File: src/rtl/event_sched_pkg.sv
`default_nettype none
// +----------------------------------------------------------------------+
// | event_sched_pkg: shared types and helpers for event_delay_scheduler   |
// | Revision: 1.0                                                         |
// +----------------------------------------------------------------------+
package event_sched_pkg;

    localparam int MAX_SLOTS = 16;

    typedef enum logic [1:0] {
        SLOT_FREE = 2'd0,
        SLOT_WAIT = 2'd1,
        SLOT_DUE  = 2'd2
    } slot_state_e;

    typedef enum logic [0:0] {
        OUT_EMPTY   = 1'b0,
        OUT_PRESENT = 1'b1
    } out_state_e;

    // Index of the lowest set bit; 0 when no bit is set (callers qualify with |vec).
    function automatic int unsigned lowest_set(input logic [MAX_SLOTS-1:0] vec);
        int unsigned idx;
        idx = 0;
        for (int i = MAX_SLOTS - 1; i >= 0; i--) begin
            if (vec[i]) idx = i;
        end
        return idx;
    endfunction

endpackage
`default_nettype wire

File: src/rtl/event_sched_slot.sv
`default_nettype none
// +----------------------------------------------------------------------+
// | event_sched_slot: one pending-event slot (state, countdown, tag)      |
// | Revision: 1.0                                                         |
// +----------------------------------------------------------------------+
module event_sched_slot
    import event_sched_pkg::*;
#(
    parameter int DLY_W = 8,
    parameter int TAG_W = 4
) (
    input  logic             clk,
    input  logic             rst_n,
    input  logic             load,
    input  logic             release_slot,
    input  logic             flush,
    input  logic [DLY_W-1:0] load_delay,
    input  logic [TAG_W-1:0] load_tag,
    output logic             free,
    output logic             due,
    output logic [TAG_W-1:0] tag
);

    slot_state_e      r_state;
    logic [DLY_W-1:0] r_count;

    always_ff @(posedge clk or negedge rst_n) begin
        if (!rst_n) begin
            r_state <= SLOT_FREE;
            r_count <= '0;
            tag     <= '0;
        end else if (flush) begin
            r_state <= SLOT_FREE;
        end else if (load) begin
            r_state <= SLOT_WAIT;
            r_count <= load_delay;
            tag     <= load_tag;
        end else if (release_slot) begin
            r_state <= SLOT_FREE;
        end else if (r_state == SLOT_WAIT) begin
            if (r_count == '0) r_state <= SLOT_DUE;
            else               r_count <= r_count - 1'b1;
        end
    end

    // An expired WAIT slot already counts as due so the output stage can capture it this cycle.
    assign free = (r_state == SLOT_FREE);
    assign due  = (r_state == SLOT_DUE) || ((r_state == SLOT_WAIT) && (r_count == '0));

endmodule
`default_nettype wire

File: src/rtl/event_delay_scheduler.sv
`default_nettype none
// +----------------------------------------------------------------------+
// | event_delay_scheduler: timed-event slots with ordered valid/ready out |
// | Revision: 1.0                                                         |
// +----------------------------------------------------------------------+
module event_delay_scheduler
    import event_sched_pkg::*;
#(
    parameter int SLOTS = 4,
    parameter int DLY_W = 8,
    parameter int TAG_W = 4
) (
    input  logic                       clk,
    input  logic                       rst_n,
    input  logic                       post_valid,
    output logic                       post_ready,
    input  logic [DLY_W-1:0]           post_delay,
    input  logic [TAG_W-1:0]           post_tag,
    output logic                       fire_valid,
    input  logic                       fire_ready,
    output logic [TAG_W-1:0]           fire_tag,
    input  logic                       flush,
    output logic                       busy,
    output logic [$clog2(SLOTS+1)-1:0] pending_cnt
);

    localparam int SEL_W = $clog2(SLOTS);
    localparam int CNT_W = $clog2(SLOTS + 1);

    logic [SLOTS-1:0] w_free;
    logic [SLOTS-1:0] w_due;
    logic [SLOTS-1:0] w_load;
    logic [SLOTS-1:0] w_release;
    logic [TAG_W-1:0] w_tag [SLOTS];
    logic [SEL_W-1:0] w_alloc_idx;
    logic [SEL_W-1:0] w_due_idx;

    out_state_e       r_state;
    out_state_e       w_state_n;
    logic [SEL_W-1:0] r_sel;
    logic [SEL_W-1:0] w_sel_n;
    logic [TAG_W-1:0] w_fire_tag_n;

    assign w_alloc_idx = SEL_W'(lowest_set(MAX_SLOTS'(w_free)));
    assign w_due_idx   = SEL_W'(lowest_set(MAX_SLOTS'(w_due)));

    assign post_ready = (|w_free) && !flush;
    assign fire_valid = (r_state == OUT_PRESENT);
    assign busy       = !(&w_free) || (r_state == OUT_PRESENT);

    for (genvar i = 0; i < SLOTS; i++) begin : g_slot
        assign w_load[i]    = post_valid && post_ready && (w_alloc_idx == SEL_W'(i));
        assign w_release[i] = (r_state == OUT_PRESENT) && fire_ready && !flush
                              && (r_sel == SEL_W'(i));

        event_sched_slot #(
            .DLY_W (DLY_W),
            .TAG_W (TAG_W)
        ) u_slot (
            .clk          (clk),
            .rst_n        (rst_n),
            .load         (w_load[i]),
            .release_slot (w_release[i]),
            .flush        (flush),
            .load_delay   (post_delay),
            .load_tag     (post_tag),
            .free         (w_free[i]),
            .due          (w_due[i]),
            .tag          (w_tag[i])
        );
    end

    always_comb begin
        pending_cnt = '0;
        for (int i = 0; i < SLOTS; i++) begin
            if (!w_free[i]) pending_cnt = pending_cnt + CNT_W'(1);
        end
    end

    always_ff @(posedge clk or negedge rst_n) begin
        if (!rst_n) begin
            r_state  <= OUT_EMPTY;
            r_sel    <= '0;
            fire_tag <= '0;
        end else begin
            r_state  <= w_state_n;
            r_sel    <= w_sel_n;
            fire_tag <= w_fire_tag_n;
        end
    end

    // Flush wins over both capture and acceptance.
    always_comb begin
        w_state_n    = r_state;
        w_sel_n      = r_sel;
        w_fire_tag_n = fire_tag;
        if (flush) begin
            w_state_n = OUT_EMPTY;
        end else begin
            case (r_state)
                OUT_EMPTY: begin
                    if (|w_due) begin
                        w_state_n    = OUT_PRESENT;
                        w_sel_n      = w_due_idx;
                        w_fire_tag_n = w_tag[w_due_idx];
                    end
                end
                OUT_PRESENT: begin
                    if (fire_ready) w_state_n = OUT_EMPTY;
                end
                default: w_state_n = OUT_EMPTY;
            endcase
        end
    end

endmodule
`default_nettype wire

File: config.mk
export PLATFORM = sky130hd
export DESIGN_NAME = event_delay_scheduler
export DESIGN_NICKNAME = d
export VERILOG_FILES = /design/src/rtl/event_sched_pkg.sv /design/src/rtl/event_sched_slot.sv /design/src/rtl/event_delay_scheduler.sv
export SDC_FILE = /design/constraint.sdc
export NUM_CORES = 1
export LEC_CHECK = 0
export BUFFER_PORTS_ARGS = -buffer_cell sky130_fd_sc_hd__buf_2
export CORE_MARGIN = 8
export CORE_UTILIZATION = 43
export CTS_CLUSTER_DIAMETER = 30
export DETAILED_ROUTE_END_ITERATION = 8
export PLACE_DENSITY = 0.7
export SYNTH_ARGS = -nofsm -noshare
export SYNTH_HDL_FRONTEND = slang
export SYNTH_HIERARCHICAL = 1
export SYNTH_SLANG_ARGS = --single-unit
File: constraint.sdc
create_clock -name clk -period 2.5 [get_ports clk]
set_input_delay 0 -clock clk [delete_from_list [all_inputs] [get_ports clk]]
set_output_delay 0 -clock clk [all_outputs]
set_load 0.01 [all_outputs]
==> impl_metrics.toml <==
[clocking]
cts_made_buffers = 9
clock-root-buffer = "clkbuf_8"
cts_buffer_depth = 2
clock_sinks = 63
clkTransAtPathRegs_ns = 0.06
cts_tree = "yes"
htreeDepth = 3
clk_latency_ns = 0.35

[yosys]
synth-async-reset-ratio_pct = 100
yosysSeqAreaShare_pct = 38.2
synth-seq-cells = 63
syn_area_per_cell_um2 = 9.75
synth_cells = 423
synth_area_um2 = 4130
yosys_warnings = 6
synth_nets = 452
synth_edf_count = 0
synthFlopType = "dfrtp_1"
yosysUniqueCellTypes = 59

[worst_hold_path]
min_delay_path_depth = 3
hold_class = "in -> reg"

[power]
power_mw = 2.61
p_per_area_nw_per_um2 = 535
vdd_drop_max_mv = 0.252
leakagePower_nw = 2.18

[global_routing]
grt_max_degree = 64
overflow = 0
grt_pass1_vias = 3545
grt_usage_pct = 16.7
grt_pass1_wl_mm = 17.3
antenna_found_initial = 0

[worst_setup_path]
worstPathMaxFanout = 11
cp_data_arrival_time_ns = 2.63
ff2ff_setup_slack_ns = 0.13
cp-startpoint = "g_slot[0].u_slot/r_state[0]"
startpoint_type = "register"
crit_path_end_kind = "register"
rr_endpoint = "g_slot[2].u_slot/r_count[4]"
worst_ep_required_time_ns = 2.77
endpoint = "g_slot[2].u_slot/r_count[4]"
ff2ff_path_depth = 10
critPathKind = "reg -> reg"
rr_startpoint = "g_slot[0].u_slot/r_state[0]"

[sta]
fin_worst_skew_ns = 0.00736
max_freq_mhz = 423
drv_slew = 0
hold_viol_final = 0
min_period_ns = 2.37
worst_slack_ns = 0.135
worst_pin_slew_ns = 0.680
rsz0062_at_grt = "false"
setup_tns_ns = 0
setup_viol = 0
fin_crit_sh_pct = 94.6
max-slew-margin-rel_pct = 54.3

[detailed_routing]
wl_per_cell_um = 16.9
drt-vias-per-instance = 5.79
drt-total-wl_mm = 10.4
dr_total_vias = 3544
drt-initial-drc-count = 186
drc_errors = 0
ant_nets = 0
dr.pass1.iters = 4

[placed_design]
place.detailed.hpwl_mm = 7.40
dpl_cell_area_um2 = 4570
io_buffers = 26
place_ws_ns = 0.0931
gp_congestion = 0.843

[floorplanning]
die_x_um = 114
dieArea_um2 = 13000
rows = 35
ios = 27
fp.dieH_um = 114
start_util_pct = 44.4
core_um2 = 9280

[cells_and_area]
drive_above_1_share_pct = 28.0
seq_area_um2 = 1580
area_delta_synth_final_pct = 18.2
design_area_um2 = 4880
final_cell_mix = "63 x dfrtp_1, 40 x nor2_1, 33 x nand2_1, 27 x inv_1, 26 x buf_2"
multi_input_area_um2 = 2430
final_common_cell = "dfrtp_1"
fin_nets = 509
num-fill-cells = 868
insertedDiodeCount = 0

[flow_run]
drv_cap = 0

[outcome]
status = "completed"
routing by layer:
layer,share of wire [%],GRT usage [%]
met5,0,0
met4,2.7,7.63
met3,6.0,4.38
met2,48,26.9
met1,43,20.5
sequential cells by signal (all words and copies together), names as in the netlist:
signal / flops
fire_valid: 1
fire_tag: 4
r_sel: 2
g_slot.u_slot/tag: 16
g_slot.u_slot/r_count: 32
g_slot.u_slot/r_state: 8
stage by stage:
step	instances	hold slack (ns)	utilization, %
2_1_floorplan	423	-0.296	-
3_3_place_gp	589	0.0418	49.3
3_5_place_dp	589	0.0450	49.3
4_1_cts	609	0.00450	51.9
5_1_grt	612	0.0190	52.5
6_report	612	0.0217	52.5
cells by family (layout without fill, tap and decap cells):
| group | count (synthesis) | after routing | synth area share (%) |
|---|---|---|---|
| xor gates and xnor gates | 3 | 3 | 0.637 |
| buffers and inverters | 39 | 99 | 3.97 |
| muxes | 27 | 27 | 6.98 |
| and+or+nand+nor | 170 | 170 | 24.7 |
| AOI/OAI and AO/OA | 109 | 109 | 21.9 |
| DFF | 63 | 63 | 38.2 |
| adders and majority gates | 12 | 12 | 3.64 |
synth_stat cells, types with 7 or more instances:
cell type | number | area share, %
dfrtp_1 | 63 | 38
nor2_1 | 41 | 3.7
nand2_1 | 36 | 3.3
inv_1 | 27 | 2.5
nor3_1 | 19 | 2.3
a21oi_1 | 18 | 2.2
mux2_2 | 14 | 3.8
mux2i_1 | 13 | 3.2
o21ai_0 | 13 | 1.6
ha_1 | 12 | 3.6
o221ai_1 | 9 | 1.9
nand2b_1 | 8 | 1.2
nor3b_1 | 7 | 1.3
nor4_1 | 7 | 1.1
critical path, cell delays in order (launching register included):
cell     delay (ns)
dfrtp_1        0.42
nor2_2         0.12
inv_1          0.08
ha_1           0.25
a21oi_2        0.19
nand2_2        0.11
nor4b_4        0.38
buf_12         0.18
and2b_1        0.17
and4_2         0.23
nor3_2         0.14
worst min-delay path by stage:
stage                             start                           to  slack (ns)
after global placement            rst_n      g_slot[2].u_slot/tag[3]        0.04
after CTS                 post_delay[7]  g_slot[2].u_slot/r_count[7]       0.004
after floorplan                   rst_n                  fire_tag[0]       -0.30
final                     post_delay[7]  g_slot[3].u_slot/r_count[7]        0.02
after global routing      post_delay[7]  g_slot[2].u_slot/r_count[7]        0.02
after detailed placement          rst_n      g_slot[2].u_slot/tag[0]        0.05
cell type report:
type	instances	share of cell area, %
multi-input cells	321	49.8
flip-flops and latches	63	32.3
repair buffers	58	8.77
clock buffers	14	3.75
well taps	129	3.31
inverters	27	2.08
power breakdown:
group / switching (mW) / leakage (nW) / internal (mW)
Clock: 0.368 / 0.0946 / 0.458
Combinational: 0.286 / 1.31 / 0.236
Sequential: 0.133 / 0.775 / 1.13
repair_timing:
| action | in CTS | in global routing |
|---|---|---|
| endpoints found under the hold margin | 80 | 0 |
| endpoints found under the setup margin | 0 | 33 |
| hold buffers | 6 | 0 |
| setup buffers | 0 | 2 |
| gates resized for setup | 0 | 7 |
No activity file was read; power rests on OpenSTA's default activity.
